<file path="config.mk">
export PLATFORM = sky130hd
export DESIGN_NAME = demux_tdm
export DESIGN_NICKNAME = d
export VERILOG_FILES = /design/src/rtl/demux_tdm.sv
export SDC_FILE = /design/constraint.sdc
export NUM_CORES = 1
export LEC_CHECK = 0
export ABC_AREA = 1
export BUFFER_PORTS_ARGS = -buffer_cell sky130_fd_sc_hd__buf_2
export CAP_MARGIN = 20
export CORE_ASPECT_RATIO = 1.75
export CORE_MARGIN = 3
export CORE_UTILIZATION = 25
export CTS_CLUSTER_SIZE = 10
export DETAILED_ROUTE_END_ITERATION = 16
export GPL_TIMING_DRIVEN = 0
export PLACE_DENSITY = 0.47
export REMOVE_ABC_BUFFERS = 1
export SYNTH_ARGS = -nofsm -noshare
export SYNTH_HDL_FRONTEND = slang
export SYNTH_SLANG_ARGS = --single-unit
</file>
<file path="constraint.sdc">
create_clock -name clk -period 3.3 [get_ports clk]
set_input_delay 0.33 -clock clk [delete_from_list [all_inputs] [get_ports clk]]
set_output_delay 0.33 -clock clk [all_outputs]
set_load 0.05 [all_outputs]
</file>
<file path="src/rtl/demux_tdm.sv">
// demux_tdm: registered time-division 1:N demultiplexer.
// Slot words arrive one per valid cycle, framed by a start-of-frame marker.
// Each word is written into a shadow buffer at its slot index. The complete
// frame is published on y, together with a one-cycle frame_valid, only when
// the last slot arrives. Framing errors are flagged with a one-cycle sync_err.
module demux_tdm #(
  parameter int N_CH  = 4,
  parameter int W     = 1,
  parameter int SEL_W = $clog2(N_CH)
) (
  input  logic                clk,
  input  logic                rst_n,
  input  logic [W-1:0]        d_in,
  input  logic                valid_in,
  input  logic                sof_in,
  output logic [N_CH*W-1:0]   y,
  output logic                frame_valid,
  output logic [SEL_W-1:0]    sel,
  output logic                locked,
  output logic                sync_err
);

  typedef enum logic {
    HUNT   = 1'b0,
    LOCKED = 1'b1
  } state_t;

  localparam logic [SEL_W-1:0] SEL_ZERO = '0;
  localparam logic [SEL_W-1:0] SEL_ONE  = SEL_W'(1);
  localparam logic [SEL_W-1:0] SEL_LAST = SEL_W'(N_CH - 1);

  state_t             state;
  logic [W-1:0]       shadow [N_CH];
  logic [N_CH*W-1:0]  frame_next;

  // Completed frame: shadow slots 0..N_CH-2 plus the last word arriving now,
  // so the final slot lands on y in the same edge that accepts it.
  always_comb begin
    frame_next = '0;
    for (int k = 0; k < N_CH - 1; k++) begin
      frame_next[k*W +: W] = shadow[k];
    end
    frame_next[(N_CH-1)*W +: W] = d_in;
  end

  // Framing FSM, shadow buffer and all registered outputs.
  always_ff @(posedge clk) begin
    if (!rst_n) begin
      state       <= HUNT;
      locked      <= 1'b0;
      sel         <= SEL_ZERO;
      y           <= '0;
      frame_valid <= 1'b0;
      sync_err    <= 1'b0;
      for (int k = 0; k < N_CH; k++) begin
        shadow[k] <= '0;
      end
    end else begin
      // Strobes default low; they pulse for exactly one cycle when set below.
      frame_valid <= 1'b0;
      sync_err    <= 1'b0;
      if (valid_in) begin
        case (state)
          HUNT: begin
            // Only an SOF can bring us into alignment; other words are dropped.
            if (sof_in) begin
              shadow[0] <= d_in;
              sel       <= SEL_ONE;
              state     <= LOCKED;
              locked    <= 1'b1;
            end
          end
          LOCKED: begin
            if (sof_in) begin
              // SOF always restarts at slot 0; mid-frame it abandons the
              // partial frame and reports the misalignment. y is untouched.
              if (sel != SEL_ZERO) begin
                sync_err <= 1'b1;
              end
              shadow[0] <= d_in;
              sel       <= SEL_ONE;
            end else if (sel == SEL_ZERO) begin
              // A frame should have started here but no SOF came: lose lock.
              sync_err <= 1'b1;
              state    <= HUNT;
              locked   <= 1'b0;
            end else if (sel == SEL_LAST) begin
              y           <= frame_next;
              frame_valid <= 1'b1;
              sel         <= SEL_ZERO;
            end else begin
              shadow[sel] <= d_in;
              sel         <= sel + SEL_ONE;
            end
          end
          default: begin
            state  <= HUNT;
            locked <= 1'b0;
            sel    <= SEL_ZERO;
          end
        endcase
      end
    end
  end

endmodule

</file>
Word-level counts from Yosys, hierarchy flattened
Memory sizes are Yosys's and may differ from the RTL's. A register that Yosys moved wholly into a read port is not among the register bits.
Cells that the tools add are included.
{ "totals": {"wordCells": 69, "reg_bits": 10, "out_inout_bits": 9, "ramBits": 4, "input_bits": 5, "memories": 1} }
{ "mem_list": {"columns": ["name", "words", "width", "read_ports", "rd_ports_with_merged_regs", "write_ports", "line", "source"], "rows": [
  ["shadow", 4, 1, 3, 3, 4, "33", "logic [W-1:0] shadow [N_CH];"]
]} }
{ "classes": {"reduce_logical": 11, "mux": 38, "addsub": 1, "n_eq_ne": 5, "bitwise": 7} }
{ "op_table": {"columns": ["cell", "n"], "rows": [
  ["$mux W1", 30],
  ["$mux W2", 5],
  ["$reduce_and A3 Y1", 2],
  ["$not A1 Y1", 5],
  ["$reduce_and A5 Y1", 1],
  ["$reduce_or A5 Y1", 1],
  ["$ne A2 B2 Y1 const B", 2],
  ["$pmux W1 S2", 2],
  ["$pmux W2 S2", 1],
  ["$reduce_and A4 Y1", 1],
  ["$logic_not A1 Y1", 3],
  ["$ne A3 B3 Y1 const B", 1],
  ["$add A2 B1 Y2 const B", 1],
  ["$eq A2 B2 Y1 const B", 1],
  ["$logic_not A2 Y1", 1],
  ["$ne A2 B1 Y1 const B", 1],
  ["$or A1 B1 Y1", 2],
  ["$reduce_bool A2 Y1", 1],
  ["$reduce_or A1 Y1", 1]
]} }

Depth between registers and ports, before layout
Gate-level depths: netlist of run 1.
{ "logic_depth": {"word_depth": 10, "ltp_mapped": 8, "ltp_nobuf": 8} }

Least setup slack after synthesis of run 1
OpenSTA, ideal clock, no wires.
{ "synth_path": {"path_kind": "reg-to-reg", "startpoint": "register sel[0]", "endpoint": "memory shadow[1]", "synth_period_minus_slack_ns": 1.694, "slack_ns": 1.606, "setup_ns": 0.113, "required_ns": 3.187, "t_arrival_ns": 1.581, "path_buffers": 0, "path_stages_with_launch": 8, "cell_sequence": "dfxtp_1 -> inv_1 -> ha_1 -> nand3_2 -> nor2_4 -> nand3_1 -> nand3_1 -> nand2_1"} }
{ "synth_lines": {"columns": ["item", "line", "source"], "rows": [
  ["from (decl)", "18", "output logic [SEL_W-1:0] sel,"],
  ["from (signal assigned)", "93", "sel <= sel + SEL_ONE;"],
  ["to (decl)", "33", null]
]} }

Worst setup path after layout of run 1
{ "layout_path": {"startpoint": "register sel[0]", "endpoint": "register sel[0]"} }
{ "layout_via": {"elab_chain_cells": 5, "elab_cells_between_ends": 9, "cone_classes": "1 x add/sub; 2 x eq/ne; 4 x mux; 2 x reduce/logical"} }
{ "layout_lines": {"columns": ["item", "line", "source"], "rows": [
  ["$add A2 B1 Y2 or $eq A2 B2 Y1 (tied branches)", "93, 87", null],
  ["$mux W2", "87", "end else if (sel == SEL_LAST) begin"],
  ["$mux W2", "82", "end else if (sel == SEL_ZERO) begin"],
  ["$mux W2", "74", "if (sof_in) begin"],
  ["$pmux W2 S2", "63", "case (state)"]
]} }
Several ways; a longest one is shown, not always the timed one. The select of a mux whose other input is x is not followed.
A chain may end at the register's enable or synchronous reset.

==> impl_metrics.tcl, run 1 <==
set metrics [dict create \
    status "finished, final reports clean" \
    fillers 270 \
    drv_cap 0 \
    syn_area_um2 632 \
    cts_buffers 3 \
    cts_max_path_buffers 2 \
    cpMaxStageDelayCell "dfxtp_1" \
    dp_hpwl_um 1080 \
    finalCritPeriodShare 0.449 \
    dieArea_um2 3190 \
    yosysWarningCount 0 \
    slew_violations 0 \
    p_leak_uw 0.000386 \
    critPathMaxFanout 6 \
    critPathRequiredTime_ns 3.43 \
    wl_per_cell_um 10.3 \
    cp_cell_sequence "inv_1, ha_1, inv_1, nand2_1, a21boi_2, nand3_1, nand2_1, nor2_1" \
    cts.sinks 13 \
    crit_cells 8 \
    max_stage_delay_ns 0.41 \
    cts_resized 0 \
    nets 113 \
    viasPerCell 4.48 \
    power_density_nw_per_um2 455 \
    antenna_left 0 \
    ff2ff_setup_slack_ns 1.82 \
    met1_usage 0.0939 \
    grt_pass1_wl_um 2280 \
    rr_worst_depth 8 \
    rows 23 \
    grt-ovfl-total 0 \
    worstHoldPathCells 2 \
    setup_ws_ns 1.82 \
    end_kind "flop" \
    track_usage 0.0960 \
    synth_cells 87 \
    cp-start-kind "flop" \
    dr.pass1.iters 4 \
    clkTransAtPathRegs_ns 0.05 \
    fin_area_um2 768 \
    utilization 0.326 \
    grt_util_met2 0.177 \
    fmax_mhz 675 \
    min_period_ns 1.48 \
    rsz0062_at_grt "false" \
    wl_um 1320 \
    die_y_um 72.5 \
    grt_pass1_vias 549 \
    n_antenna_cell 0 \
    setup-tns-final_ns 0 \
    pin_count 14 \
    coreArea_um2 2360 \
    grt_max_degree 13 \
    clk-insertion-delay-late_ns 0.24 \
    port_buffers 13 \
    synth-seq-area-share 0.412 \
    busiest_layer "met2" \
    vdd_drop_max_mv 0.144 \
    drive_gt1_frac 0.214 \
    cts_max_level 1 \
    hp-class "in2reg" \
    power.total_uw 350 \
    cts_root_buf "clkbuf_8" \
    crit_buf_inv 2 \
    globalRouteMet3Util 0.0149 \
    placed_area_um2 723 \
    die_w_um 44.0 \
    skew_ns 0.00238 \
    crit_arrival_ns 1.61 \
    path_class "reg2reg" \
    slew_headroom 0.833 \
    critical-path-top-delay-family "flip-flops" \
    ys_ff_latch 13 \
    vias 574 \
    finalHoldViolCount 0 \
    synth.distinct_cells 17 \
    drcViolationCount 0 \
    place.gp.congestion 0.757 \
    area_growth_pct 21.6 \
    drt_iter0_drc 4 \
    avgSynthCellArea_um2 7.26 \
    tightest_slew_ns 0.248 \
    tritoncts "yes" \
    start_util 0.268 \
    setup_viol 0 \
    cts_setup_buffers 0 \
    pre_cts_slack_ns 1.80 \
    grt_antenna_before_repair 0 \
    holdBufCountCts 0 \
]
==> worst reg2reg max path, stage by stage, from the launching register on <==
cell and delay [ns]:
dfxtp_1 0.41, inv_1 0.11, ha_1 0.26, inv_1 0.09, nand2_1 0.07, a21boi_2 0.22, nand3_1 0.10, nand2_1 0.07
nor2_1 0.04
==> registers in the layout (all words and copies together) (netlist names) <==
name	flops
sel	2
sync_err	1
y	4
state	1
locked	1
shadow	3
frame_valid	1
==> cells in the mapped netlist (all sizes together) <==
library cell | number | area [um^2]
buf | 1 | 5.00
ha | 4 | 50.1
nor4 | 1 | 6.26
dfxtp | 13 | 260
a211oi | 1 | 7.51
nand2 | 18 | 67.6
o21ai | 8 | 40.0
a21boi | 1 | 11.3
inv | 12 | 45.1
nand3 | 9 | 55.1
clkinv | 1 | 3.75
nor2 | 14 | 60.1
a21oi | 4 | 20.0
==> cells in the final DEF (no fill, tap or decap) <==
| cell | instances |
|---|---|
| nand3_1 | 7 |
| a21oi_1 | 4 |
| o21ai_1 | 1 |
| a21boi_2 | 1 |
| nand3_2 | 2 |
| nor4_1 | 1 |
| ha_1 | 4 |
| nand2_1 | 18 |
| inv_2 | 2 |
| nor2_4 | 1 |
| dfxtp_1 | 13 |
| clkinv_1 | 1 |
| buf_2 | 13 |
| nor2_1 | 13 |
| o21ai_0 | 7 |
| clkbuf_1 | 1 |
| inv_1 | 10 |
| a211oi_1 | 1 |
| clkbuf_8 | 3 |
==> where the power goes <==
group	internal (uW)	switching, uW	total [uW]
Combinational	13.4	32.3	45.8
Clock	85.0	52.2	137
Sequential	162	4.88	167
==> stage by stage <==
step	hold slack (ns)	std cells
after floorplan	0.408	86
after global placement	0.454	124
after detailed placement	0.457	124
after CTS	0.364	128
after global routing	0.387	128
final	0.367	128
==> routing by layer <==
layer / share of wire / wire (um)
met4: 0.023 / 30
met1: 0.37 / 489
met3: 0.035 / 46
met2: 0.57 / 757
met5: 0 / 0
==> cell type report <==
| cell class | count | area (um^2) | area share |
|---|---|---|---|
| repair buffers | 13 | 65.1 | 0.0847 |
| multi-input cells | 60 | 318 | 0.414 |
| inverters | 13 | 48.8 | 0.0635 |
| flip-flops and latches | 13 | 260 | 0.339 |
| clock buffers | 4 | 45.0 | 0.0586 |
| well taps | 25 | 31.3 | 0.0407 |
==> path summary, 6_finish.rpt <==
check	startpoint	endpoint
worst max register to register	sel[0]$_SDFFE_PN0P_	sel[0]$_SDFFE_PN0P_
worst max-delay path	sel[0]$_SDFFE_PN0P_	sel[0]$_SDFFE_PN0P_
worst min register to register	shadow[1]$_DFF_P_	shadow[1]$_DFF_P_
worst min-delay path	sof_in	frame_valid$_SDFF_PP0_
==> kinds of logic after synthesis <==
| group | count (synthesis) | share of synthesized area |
|---|---|---|
| simple gates | 42 | 0.299 |
| compound gates | 14 | 0.125 |
| buf+inv | 14 | 0.0851 |
| flops | 13 | 0.412 |
| fa+ha+maj | 4 | 0.0792 |
Note: power is estimated with default switching activity, not from simulation.
==> inputs of run 2 (changes only) <==
==> constraint.sdc (replaced) <==
create_clock -name clk -period 1.5 [get_ports clk]
set_input_delay 0.15 -clock clk [delete_from_list [all_inputs] [get_ports clk]]
set_output_delay 0.15 -clock clk [all_outputs]
set_load 0.05 [all_outputs]
==> run 2 against run 1 <==
Compared with the run above: sequential share of layout area is 0.10 points higher; highest routed layer unchanged; count of clock-buffer cells in the layout unchanged; cell area is 0.65% higher; largest cell class unchanged.
==> impl_metrics.tcl, run 2 (synthesis results as in run 1) <==
set metrics [dict create \
    crit_arrival_ns 1.56 \
    finalCritPeriodShare 0.916 \
    antenna_left 0 \
    worstReg2RegEnd "shadow[1]$_DFF_P_" \
    power_density_nw_per_um2 998 \
    grt_max_degree 13 \
    setup_viol 0 \
    drcViolationCount 0 \
    drv_cap 0 \
    critical-path-top-delay-family "simple AND/OR/NAND/NOR gates" \
    coreArea_um2 2360 \
    rr_worst_depth 8 \
    largestRegisters "y (4), shadow (3), sel (2)" \
    critPathRequiredTime_ns 1.68 \
    slew_violations 0 \
    wl_per_cell_um 10.3 \
    slew_headroom 0.832 \
    pwr-share-comb 0.132 \
    worstReg2RegStart "sel[0]$_SDFFE_PN0P_" \
    cts.sinks 13 \
    die_w_um 44.0 \
    hp-start "sof_in" \
    seqPwrFrac 0.476 \
    viasPerCell 4.50 \
    dp_hpwl_um 1080 \
    end_kind "flop" \
    status "finished, final reports clean" \
    skew_ns 0.00183 \
    max_stage_delay_ns 0.37 \
    holdBufCountCts 0 \
    min_period_ns 1.37 \
    hp-class "in2reg" \
    cts_root_buf "clkbuf_8" \
    power.total_uw 772 \
    p_leak_uw 0.000391 \
    grt-ovfl-total 0 \
    critPathMaxFanout 6 \
    ff2ff_setup_slack_ns 0.13 \
    fmax_mhz 728 \
    cp_cell_sequence "inv_1, ha_2, nand3_2, nor2_4, nand2_1, nand2_1, nand2_1, nand2_1" \
    grt_pass1_vias 554 \
    vias 576 \
    hold_path_end "frame_valid$_SDFF_PP0_" \
    worstHoldPathCells 2 \
    pin_count 14 \
    layout_common_cells "nand2_1 (18), nor2_1 (13), buf_2 (13)" \
    track_usage 0.0969 \
    drt_iter0_drc 12 \
    nets 113 \
    cp-start-kind "flop" \
    wl_um 1320 \
    n_antenna_cell 0 \
    regMostFlops "y" \
    p_int_uw 574 \
    power_switching_uw 197 \
    rsz0062_at_grt "true" \
    dieArea_um2 3190 \
    start_util 0.268 \
    layout_commonest_cell "nand2_1" \
    cpMostUsedCell "nand2_1" \
    clk-insertion-delay-late_ns 0.24 \
    crit_buf_inv 1 \
    largest_register_ffs 4 \
    cpMaxStageDelayCell "dfxtp_2" \
    cts_max_path_buffers 2 \
    clkTransAtPathRegs_ns 0.05 \
    rows 23 \
    netSwitchingFraction 0.256 \
    vdd_drop_max_mv 0.316 \
    port_buffers 13 \
    fin_hold_ws_ns 0.186 \
    pwr-share-clk 0.392 \
    tightest_slew_ns 0.249 \
    dr.pass1.iters 4 \
    fin_cells 128 \
    drive_gt1_frac 0.252 \
    tritoncts "yes" \
    grt_pass1_wl_um 2330 \
    pre_cts_slack_ns -0.000149 \
    place.gp.congestion 0.757 \
    dp_cells 124 \
    setup_ws_ns 0.125 \
    area_growth_pct 22.4 \
    finalHoldViolCount 0 \
    cts_max_level 1 \
    die_y_um 72.5 \
    grt_antenna_before_repair 0 \
    cts_buffers 3 \
    path_class "reg2reg" \
]
-- run 2: final cells by class --
| class | instances | area (um^2) |
|---|---|---|
| sequential | 13 | 263 |
| fill | 269 | 1590 |
| tap | 25 | 31.3 |
| inverter | 13 | 48.8 |
| multi-input combinational | 60 | 320 |
| timing repair buffer | 13 | 65.1 |
| clock buffer | 4 | 45.0 |
-- run 2: power groups by stage --
stage | registers, uW | logic (uW) | clock network (uW)
3_5_place_dp | 374 | 102 | 0
5_1_grt | 370 | 116 | 329
2_1_floorplan | 394 | 48.5 | 0
6_report | 367 | 102 | 302
3_3_place_gp | 373 | 101 | 0
4_1_cts | 366 | 103 | 312
-- run 2: what timing repair did --
item                       in CTS  in global routing
gates resized for setup         1                  4
setup endpoints to repair       5                  9
buffers inserted                0                  0
-- run 2: worst max-delay path by stage --
stage | from | to | slack (ns) | depth (start not counted)
2_1_floorplan | sel[0]$_SDFFE_PN0P_ | shadow[1]$_DFF_P_ | -0.19 | 7
3_3_place_gp | sel[0]$_SDFFE_PN0P_ | y[2]$_SDFFE_PN0P_ | 0.02 | 8
3_5_place_dp | sel[0]$_SDFFE_PN0P_ | y[1]$_SDFFE_PN0P_ | -0.0001 | 8
4_1_cts | sel[0]$_SDFFE_PN0P_ | y[1]$_SDFFE_PN0P_ | 0.02 | 8
5_1_grt | sel[0]$_SDFFE_PN0P_ | y[1]$_SDFFE_PN0P_ | -0.02 | 7
6_report | sel[0]$_SDFFE_PN0P_ | shadow[1]$_DFF_P_ | 0.13 | 8
-- run 2: routing by layer --
layer | global-route usage | wire [um] | vias up
li1 | - | - | 310
met1 | 0.0970 | 490 | 248
met2 | 0.177 | 741 | 14
met3 | 0.0149 | 59 | 4
met4 | 0.0604 | 30 | 0
met5 | 0 | 0 | -
-- run 2: metrics by stage --
step | TNS (ns) | utilization | area [um^2]
2_1_floorplan | -1.69 | - | 627
3_3_place_gp | 0 | 0.306 | 723
3_5_place_dp | -0.000149 | 0.306 | 723
4_1_cts | 0 | 0.327 | 771
5_1_grt | -0.0572 | 0.328 | 773
6_report | 0 | 0.328 | 773
